--- src/rtl/apb_gpio_arbiter_if.sv ---
// Bundle for the two requester ports, the shared APB port and busy.
// master: the arbiter side; slave: requesters plus APB completer.
interface apb_gpio_arbiter_if #(
  parameter int AW = 32,
  parameter int DW = 32
);
  logic          m0_req;
  logic          m0_write;
  logic [AW-1:0] m0_addr;
  logic [DW-1:0] m0_wdata;
  logic          m0_ack;
  logic [DW-1:0] m0_rdata;
  logic          m0_err;

  logic          m1_req;
  logic          m1_write;
  logic [AW-1:0] m1_addr;
  logic [DW-1:0] m1_wdata;
  logic          m1_ack;
  logic [DW-1:0] m1_rdata;
  logic          m1_err;

  logic          psel;
  logic          penable;
  logic          pwrite;
  logic [AW-1:0] paddr;
  logic [DW-1:0] pwdata;
  logic [DW-1:0] prdata;
  logic          pready;

  logic          busy;

  modport master (
    input  m0_req, m0_write, m0_addr, m0_wdata,
    output m0_ack, m0_rdata, m0_err,
    input  m1_req, m1_write, m1_addr, m1_wdata,
    output m1_ack, m1_rdata, m1_err,
    output psel, penable, pwrite, paddr, pwdata,
    input  prdata, pready,
    output busy
  );

  modport slave (
    output m0_req, m0_write, m0_addr, m0_wdata,
    input  m0_ack, m0_rdata, m0_err,
    output m1_req, m1_write, m1_addr, m1_wdata,
    input  m1_ack, m1_rdata, m1_err,
    input  psel, penable, pwrite, paddr, pwdata,
    output prdata, pready,
    input  busy
  );
endinterface

--- src/rtl/apb_gpio_arbiter.sv ---
// Round-robin two-requester APB master for the GPIO controller port.
// Every output is a flop; a stalled ACCESS ends in an error response.
module apb_gpio_arbiter #(
  parameter int AW      = 32,
  parameter int DW      = 32,
  parameter int TIMEOUT = 16
) (
  input logic              pclk,
  input logic              preset,
  apb_gpio_arbiter_if.master bus
);

  localparam int CW = $clog2(TIMEOUT + 1);

  typedef enum logic [1:0] {
    IDLE,
    SETUP,
    ACCESS,
    DONE
  } state_e;

  state_e        state_q, state_d;
  logic [CW-1:0] cnt_q, cnt_d;
  logic          lg_q, lg_d;
  logic          gnt_q, gnt_d;

  logic          psel_q, psel_d;
  logic          pen_q, pen_d;
  logic          pwrite_q, pwrite_d;
  logic [AW-1:0] paddr_q, paddr_d;
  logic [DW-1:0] pwdata_q, pwdata_d;
  logic          busy_q, busy_d;

  logic          ack0_q, ack0_d;
  logic          ack1_q, ack1_d;
  logic          err0_q, err0_d;
  logic          err1_q, err1_d;
  logic [DW-1:0] rd0_q, rd0_d;
  logic [DW-1:0] rd1_q, rd1_d;

  logic          any_req;
  logic          pick;
  logic          fin;
  logic          tout;
  logic [DW-1:0] rd_v;

  always_comb begin
    state_d  = state_q;
    cnt_d    = cnt_q;
    lg_d     = lg_q;
    gnt_d    = gnt_q;
    psel_d   = psel_q;
    pen_d    = pen_q;
    pwrite_d = pwrite_q;
    paddr_d  = paddr_q;
    pwdata_d = pwdata_q;
    ack0_d   = 1'b0;
    ack1_d   = 1'b0;
    err0_d   = 1'b0;
    err1_d   = 1'b0;
    rd0_d    = rd0_q;
    rd1_d    = rd1_q;
    any_req  = bus.m0_req | bus.m1_req;
    pick     = 1'b0;
    fin      = 1'b0;
    tout     = 1'b0;
    rd_v     = '0;

    // on contention the requester that did not win last time goes next
    if (bus.m0_req && bus.m1_req) begin
      pick = ~lg_q;
    end else begin
      pick = bus.m1_req;
    end

    unique case (state_q)
      IDLE: begin
        if (any_req) begin
          gnt_d   = pick;
          lg_d    = pick;
          psel_d  = 1'b1;
          pen_d   = 1'b0;
          state_d = SETUP;
          if (pick) begin
            pwrite_d = bus.m1_write;
            paddr_d  = bus.m1_addr;
            pwdata_d = bus.m1_wdata;
          end else begin
            pwrite_d = bus.m0_write;
            paddr_d  = bus.m0_addr;
            pwdata_d = bus.m0_wdata;
          end
        end
      end
      SETUP: begin
        pen_d   = 1'b1;
        state_d = ACCESS;
      end
      ACCESS: begin
        if (bus.pready) begin
          fin = 1'b1;
        end else if (cnt_q == CW'(TIMEOUT - 1)) begin
          fin  = 1'b1;
          tout = 1'b1;
        end else begin
          cnt_d = cnt_q + CW'(1);
        end
        if (fin) begin
          state_d = DONE;
          psel_d  = 1'b0;
          pen_d   = 1'b0;
          cnt_d   = '0;
          if (!tout && !pwrite_q) begin
            rd_v = bus.prdata;
          end
          if (gnt_q) begin
            ack1_d = 1'b1;
            err1_d = tout;
            rd1_d  = rd_v;
          end else begin
            ack0_d = 1'b1;
            err0_d = tout;
            rd0_d  = rd_v;
          end
        end
      end
      DONE: begin
        cnt_d   = '0;
        state_d = IDLE;
      end
      default: begin
        state_d = IDLE;
      end
    endcase

    busy_d = (state_d != IDLE);
  end

  always_ff @(posedge pclk) begin
    if (preset) begin
      state_q  <= IDLE;
      cnt_q    <= '0;
      lg_q     <= 1'b1;
      gnt_q    <= 1'b0;
      psel_q   <= 1'b0;
      pen_q    <= 1'b0;
      pwrite_q <= 1'b0;
      paddr_q  <= '0;
      pwdata_q <= '0;
      busy_q   <= 1'b0;
      ack0_q   <= 1'b0;
      ack1_q   <= 1'b0;
      err0_q   <= 1'b0;
      err1_q   <= 1'b0;
      rd0_q    <= '0;
      rd1_q    <= '0;
    end else begin
      state_q  <= state_d;
      cnt_q    <= cnt_d;
      lg_q     <= lg_d;
      gnt_q    <= gnt_d;
      psel_q   <= psel_d;
      pen_q    <= pen_d;
      pwrite_q <= pwrite_d;
      paddr_q  <= paddr_d;
      pwdata_q <= pwdata_d;
      busy_q   <= busy_d;
      ack0_q   <= ack0_d;
      ack1_q   <= ack1_d;
      err0_q   <= err0_d;
      err1_q   <= err1_d;
      rd0_q    <= rd0_d;
      rd1_q    <= rd1_d;
    end
  end

  assign bus.psel     = psel_q;
  assign bus.penable  = pen_q;
  assign bus.pwrite   = pwrite_q;
  assign bus.paddr    = paddr_q;
  assign bus.pwdata   = pwdata_q;
  assign bus.busy     = busy_q;
  assign bus.m0_ack   = ack0_q;
  assign bus.m0_err   = err0_q;
  assign bus.m0_rdata = rd0_q;
  assign bus.m1_ack   = ack1_q;
  assign bus.m1_err   = err1_q;
  assign bus.m1_rdata = rd1_q;

endmodule

--- src/flat_wrapper.sv ---
// flat-port wrapper written by rule: the top's interface ports become plain ports
module apb_gpio_arbiter_flat 
#(
  parameter int AW      = 32,
  parameter int DW      = 32,
  parameter int TIMEOUT = 16
)
  (pclk, preset, bus_m0_req, bus_m0_write, bus_m0_addr, bus_m0_wdata, bus_m0_ack, bus_m0_rdata, bus_m0_err, bus_m1_req, bus_m1_write, bus_m1_addr, bus_m1_wdata, bus_m1_ack, bus_m1_rdata, bus_m1_err, bus_psel, bus_penable, bus_pwrite, bus_paddr, bus_pwdata, bus_prdata, bus_pready, bus_busy);
  apb_gpio_arbiter_if #(.AW(AW), .DW(DW)) bus_i ();
  input logic pclk;
  input logic preset;
  input wire logic [$bits(bus_i.m0_req)-1:0] bus_m0_req;
  input wire logic [$bits(bus_i.m0_write)-1:0] bus_m0_write;
  input wire logic [$bits(bus_i.m0_addr)-1:0] bus_m0_addr;
  input wire logic [$bits(bus_i.m0_wdata)-1:0] bus_m0_wdata;
  output wire logic [$bits(bus_i.m0_ack)-1:0] bus_m0_ack;
  output wire logic [$bits(bus_i.m0_rdata)-1:0] bus_m0_rdata;
  output wire logic [$bits(bus_i.m0_err)-1:0] bus_m0_err;
  input wire logic [$bits(bus_i.m1_req)-1:0] bus_m1_req;
  input wire logic [$bits(bus_i.m1_write)-1:0] bus_m1_write;
  input wire logic [$bits(bus_i.m1_addr)-1:0] bus_m1_addr;
  input wire logic [$bits(bus_i.m1_wdata)-1:0] bus_m1_wdata;
  output wire logic [$bits(bus_i.m1_ack)-1:0] bus_m1_ack;
  output wire logic [$bits(bus_i.m1_rdata)-1:0] bus_m1_rdata;
  output wire logic [$bits(bus_i.m1_err)-1:0] bus_m1_err;
  output wire logic [$bits(bus_i.psel)-1:0] bus_psel;
  output wire logic [$bits(bus_i.penable)-1:0] bus_penable;
  output wire logic [$bits(bus_i.pwrite)-1:0] bus_pwrite;
  output wire logic [$bits(bus_i.paddr)-1:0] bus_paddr;
  output wire logic [$bits(bus_i.pwdata)-1:0] bus_pwdata;
  input wire logic [$bits(bus_i.prdata)-1:0] bus_prdata;
  input wire logic [$bits(bus_i.pready)-1:0] bus_pready;
  output wire logic [$bits(bus_i.busy)-1:0] bus_busy;
  assign bus_i.m0_req = bus_m0_req;
  assign bus_i.m0_write = bus_m0_write;
  assign bus_i.m0_addr = bus_m0_addr;
  assign bus_i.m0_wdata = bus_m0_wdata;
  assign bus_m0_ack = bus_i.m0_ack;
  assign bus_m0_rdata = bus_i.m0_rdata;
  assign bus_m0_err = bus_i.m0_err;
  assign bus_i.m1_req = bus_m1_req;
  assign bus_i.m1_write = bus_m1_write;
  assign bus_i.m1_addr = bus_m1_addr;
  assign bus_i.m1_wdata = bus_m1_wdata;
  assign bus_m1_ack = bus_i.m1_ack;
  assign bus_m1_rdata = bus_i.m1_rdata;
  assign bus_m1_err = bus_i.m1_err;
  assign bus_psel = bus_i.psel;
  assign bus_penable = bus_i.penable;
  assign bus_pwrite = bus_i.pwrite;
  assign bus_paddr = bus_i.paddr;
  assign bus_pwdata = bus_i.pwdata;
  assign bus_i.prdata = bus_prdata;
  assign bus_i.pready = bus_pready;
  assign bus_busy = bus_i.busy;
  apb_gpio_arbiter #(.AW(AW), .DW(DW), .TIMEOUT(TIMEOUT)) u_core (.pclk(pclk), .preset(preset), .bus(bus_i));
endmodule
--- config.mk ---
export PLATFORM = sky130hd
export DESIGN_NAME = apb_gpio_arbiter_flat
export DESIGN_NICKNAME = d
export VERILOG_FILES = /design/src/rtl/apb_gpio_arbiter_if.sv /design/src/rtl/apb_gpio_arbiter.sv /design/src/flat_wrapper.sv
export SDC_FILE = /design/constraint.sdc
export NUM_CORES = 1
export LEC_CHECK = 0
export ABC_CLOCK_PERIOD_IN_PS = 2400
export BUFFER_PORTS_ARGS = -buffer_cell sky130_fd_sc_hd__clkbuf_2
export CORE_ASPECT_RATIO = 1.5
export CORE_MARGIN = 5
export CORE_UTILIZATION = 25
export DETAILED_ROUTE_END_ITERATION = 10
export HOLD_SLACK_MARGIN = 0.12
export PLACE_DENSITY = 0.59
export SETUP_SLACK_MARGIN = 0.05
export SLEW_MARGIN = 20
export SYNTH_ARGS = -nofsm -noshare
export SYNTH_HDL_FRONTEND = slang
export SYNTH_SLANG_ARGS = --single-unit
--- constraint.sdc ---
create_clock -name pclk -period 2.4 [get_ports pclk]
set_input_delay 0.36 -clock pclk [delete_from_list [all_inputs] [get_ports pclk]]
set_output_delay 0.36 -clock pclk [all_outputs]
set_load 0.02 [all_outputs]
==> impl_metrics.env <==
export IMPL_synthesized_area_fraction_occupied_by_xor_and_xnor_cells=0
export IMPL_post_synthesis_to_final_layout_area_growth_pct=43.9
export IMPL_leakage_nw=3.76
export IMPL_worst_clock_skew_ns=0.00593
export IMPL_initial_drc_count=154
export IMPL_ys_ff_latch=145
export IMPL_synth_area_per_cell_um2=8.98
export IMPL_report_final_hold_viol_count=0
export IMPL_netlist_area_pre_place_mm2=0.00590
export IMPL_critical_path_buf_inv_count=1
export IMPL_pin_count_of_the_biggest_net_entering_global_routing=74
export IMPL_synthCells=657
export IMPL_core_rowCount=69
export IMPL_finalMaxSlewViolations=0
export IMPL_cts_post_setup_buffers_inserted=0
export IMPL_final_net_count=1113
export IMPL_post_synth_num_cell_types=31
export IMPL_worst_vdd_rail_ir_drop_mv=0.483
export IMPL_hold_path_class="primary input to flip-flop"
export IMPL_cts_buffers_inserted=17
export IMPL_post_route_period_util=0.872
export IMPL_mostFrequentLayoutCells="301 x clkbuf_2, 145 x dfxtp_1, 74 x nor2_1"
export IMPL_grt_pass1_wl_um=27900
export IMPL_fin_hold_ws_ns=0.190
export IMPL_cp_max_fo=27
export IMPL_area_of_the_core_mm2=0.0235
export IMPL_num_antenna_cells=0
export IMPL_design_die_area_mm2=0.0268
export IMPL_clock_tree_from_tritoncts="yes"
export IMPL_worst_skew_pair_late_latency_ns=0.41
export IMPL_vias=5590
export IMPL_vertical_die_dimension_um=198
export IMPL_achievable_frequency_mhz=478
export IMPL_critical_path_endpoint_type="flip-flop"
export IMPL_synth_enable_flop_cells=0
export IMPL_detailed_place_hpwl_um=13600
export IMPL_synthAdderAreaFrac=0.0148
export IMPL_ys_flop_type="dfxtp_1"
export IMPL_critical_path_class="flip-flop to flip-flop"
export IMPL_clock_tree_root_cell="clkbuf_16"
export IMPL_yosys_warnings=0
export IMPL_drt_wl_total_um=17900
export IMPL_async_s_r_ff_share_synth=0
export IMPL_tightestPinTransition_ns=0.823
export IMPL_outcome="finished, final reports clean"
export IMPL_floorplan_initialDensity=0.251
export IMPL_route_antenna_remaining_nets=0
export IMPL_ctsLongestPathBuffers=2
export IMPL_drt_pass1_iterations=6
export IMPL_synth_top_family_by_area="simple AND/OR/NAND/NOR gates"
export IMPL_fillerInstances=2490
export IMPL_top_level_ports=303
export IMPL_globalRoute_totalOverflow=0
export IMPL_synth_mux_area_fraction=0.116
export IMPL_layout_commonest_cell="clkbuf_2"
export IMPL_chipWidth_um=135
export IMPL_post_drt_wl_per_cell_um=14.0
export IMPL_cap_viol_max_count=0
export IMPL_h_tree_levels=4
export IMPL_worst_path_required_time_ns=2.66
export IMPL_grt_setup_unrepaired="no"
export IMPL_timing_critical_path_slowest_cell_delay_ns=0.33
export IMPL_mapped_nets=831
export IMPL_fraction_of_final_layout_cells_sized_beyond_drive_strength_1=0.382
export IMPL_pwr_density_cell_mw_per_mm2=1060
export IMPL_final_min_clock_period_ns=2.09
export IMPL_cts_sinks=145
export IMPL_drc=0
export IMPL_grt_pass1_vias=5534
export IMPL_critPathArrivalTime_ns=2.36
export IMPL_buffers_added_on_ports=302
export IMPL_cts_clk_slew_worst_paths_ns=0.06
export IMPL_crit_chain="ha_1, and3_1, ha_1, or2_2, and3_1, buf_12, nand3_1, a21oi_1"
export IMPL_average_vias_per_placed_instance=4.40
export IMPL_synth_seq_area_share=0.492
export IMPL_cts_hold_buffers_added=0
export IMPL_setup_violations_final=0
export IMPL_timing_critical_path_slowest_stage_cell="or2_2"
export IMPL_cpLargestDelayFamily="simple AND/OR/NAND/NOR gates"
export IMPL_yosys_area_share_simple=0.165
export IMPL_synthesized_area_fraction_occupied_by_ao_oa_aoi_and_oai_cells=0.157
export IMPL_cts_repair_resize_count=0
export IMPL_globalRouteTotalUtil=0.130
export IMPL_antenna_found_initial=0
export IMPL_gpl_final_weighted_congestion=0.775
export IMPL_worst_setup_path_start_kind="flip-flop"
export IMPL_max_slew_margin=0.451
export IMPL_tns_ns=0
==> worst register-to-register path: stages (launching register included) <==
cell	delay (ns)
dfxtp_1	0.32
ha_1	0.22
and3_1	0.19
ha_1	0.24
or2_2	0.33
and3_1	0.28
buf_12	0.19
nand3_1	0.11
a21oi_1	0.06
==> cells by family after synthesis <==
kind of cell / count (synthesis)
and+or+nand+nor: 226
muxes: 68
adders and majority gates: 7
DFF: 145
buffers and inverters: 64
AOI/OAI and AO/OA: 147
==> registers in the layout, summed over array words and instances, names as in the netlist, 2 cells and up <==
register and cells:
u_core.bus.m0_rdata 32, u_core.bus.m1_rdata 32, u_core.bus.paddr 32, u_core.bus.pwdata 32, u_core.cnt_q 5, u_core.state_q 2
==> per-layer routing <==
metal / wire length, um / vias up / track usage
li1: - / 2874 / -
met1: 6980 / 2491 / 0.143
met2: 9270 / 213 / 0.233
met3: 1370 / 12 / 0.0442
met4: 243 / 0 / 0.0445
met5: 0 / - / 0
==> stage by stage <==
step | instances | util | power [W] | setup WS, ns | cell area, um^2
finish | 1271 | 0.362 | 0.00898 | 0.308 | 8490
CTS | 1271 | 0.362 | 0.00915 | 0.312 | 8490
global placement | 1239 | 0.332 | 0.00599 | 0.377 | 7810
global route | 1271 | 0.362 | 0.00954 | 0.155 | 8490
floorplan | 657 | - | 0.00500 | 0.459 | 5900
detailed placement | 1239 | 0.332 | 0.00603 | 0.319 | 7810
==> area by class of cell <==
| type | count | area, um^2 | share of cell area |
|---|---|---|---|
| sequential | 145 | 2900 | 0.342 |
| clock inverter | 12 | 226 | 0.0267 |
| tap | 319 | 399 | 0.0470 |
| timing repair buffer | 323 | 1800 | 0.212 |
| clock buffer | 20 | 457 | 0.0538 |
| inverter | 4 | 15.0 | 0.00177 |
| multi-input combinational | 448 | 2690 | 0.317 |
==> cell usage after synthesis, types with 2 or more instances <==
library cell	instances	area share
and3_1	2	0.0021
inv_1	4	0.0025
buf_8	4	0.010
a21oi_1	70	0.059
nor3_1	8	0.0068
nor2b_1	3	0.0032
nand3_1	67	0.057
o21ai_0	4	0.0034
nor2_1	75	0.048
dfxtp_1	145	0.49
a31oi_1	2	0.0021
or2_2	3	0.0032
buf_2	23	0.020
mux2i_1	67	0.11
a211oi_1	65	0.083
nand2_1	65	0.041
buf_4	2	0.0025
clkbuf_1	29	0.018
ha_1	7	0.015
==> report_power, final <==
part | internal, W | switching (W)
logic | 0.00103 | 0.00179
clock network | 0.00201 | 0.00104
registers | 0.00287 | 0.000240
total | 0.00591 | 0.00307
==> path summary, 6_finish.rpt <==
kind                                                            from                                    to  slack, ns  cells past startpoint
worst max-delay path                    u_core.cnt_q[0]$_SDFFE_PP0P_   u_core.bus.m1_rdata[5]$_SDFFE_PP0P_       0.31                      8
worst min-delay path                                  bus_prdata[20]  u_core.bus.m1_rdata[20]$_SDFFE_PP0P_       0.19                      3
worst max register to register          u_core.cnt_q[0]$_SDFFE_PP0P_   u_core.bus.m1_rdata[5]$_SDFFE_PP0P_       0.31                      8
worst min register to register  u_core.bus.m1_rdata[28]$_SDFFE_PP0P_  u_core.bus.m1_rdata[28]$_SDFFE_PP0P_       0.45                      2
No activity file was read; power rests on OpenSTA's default activity.
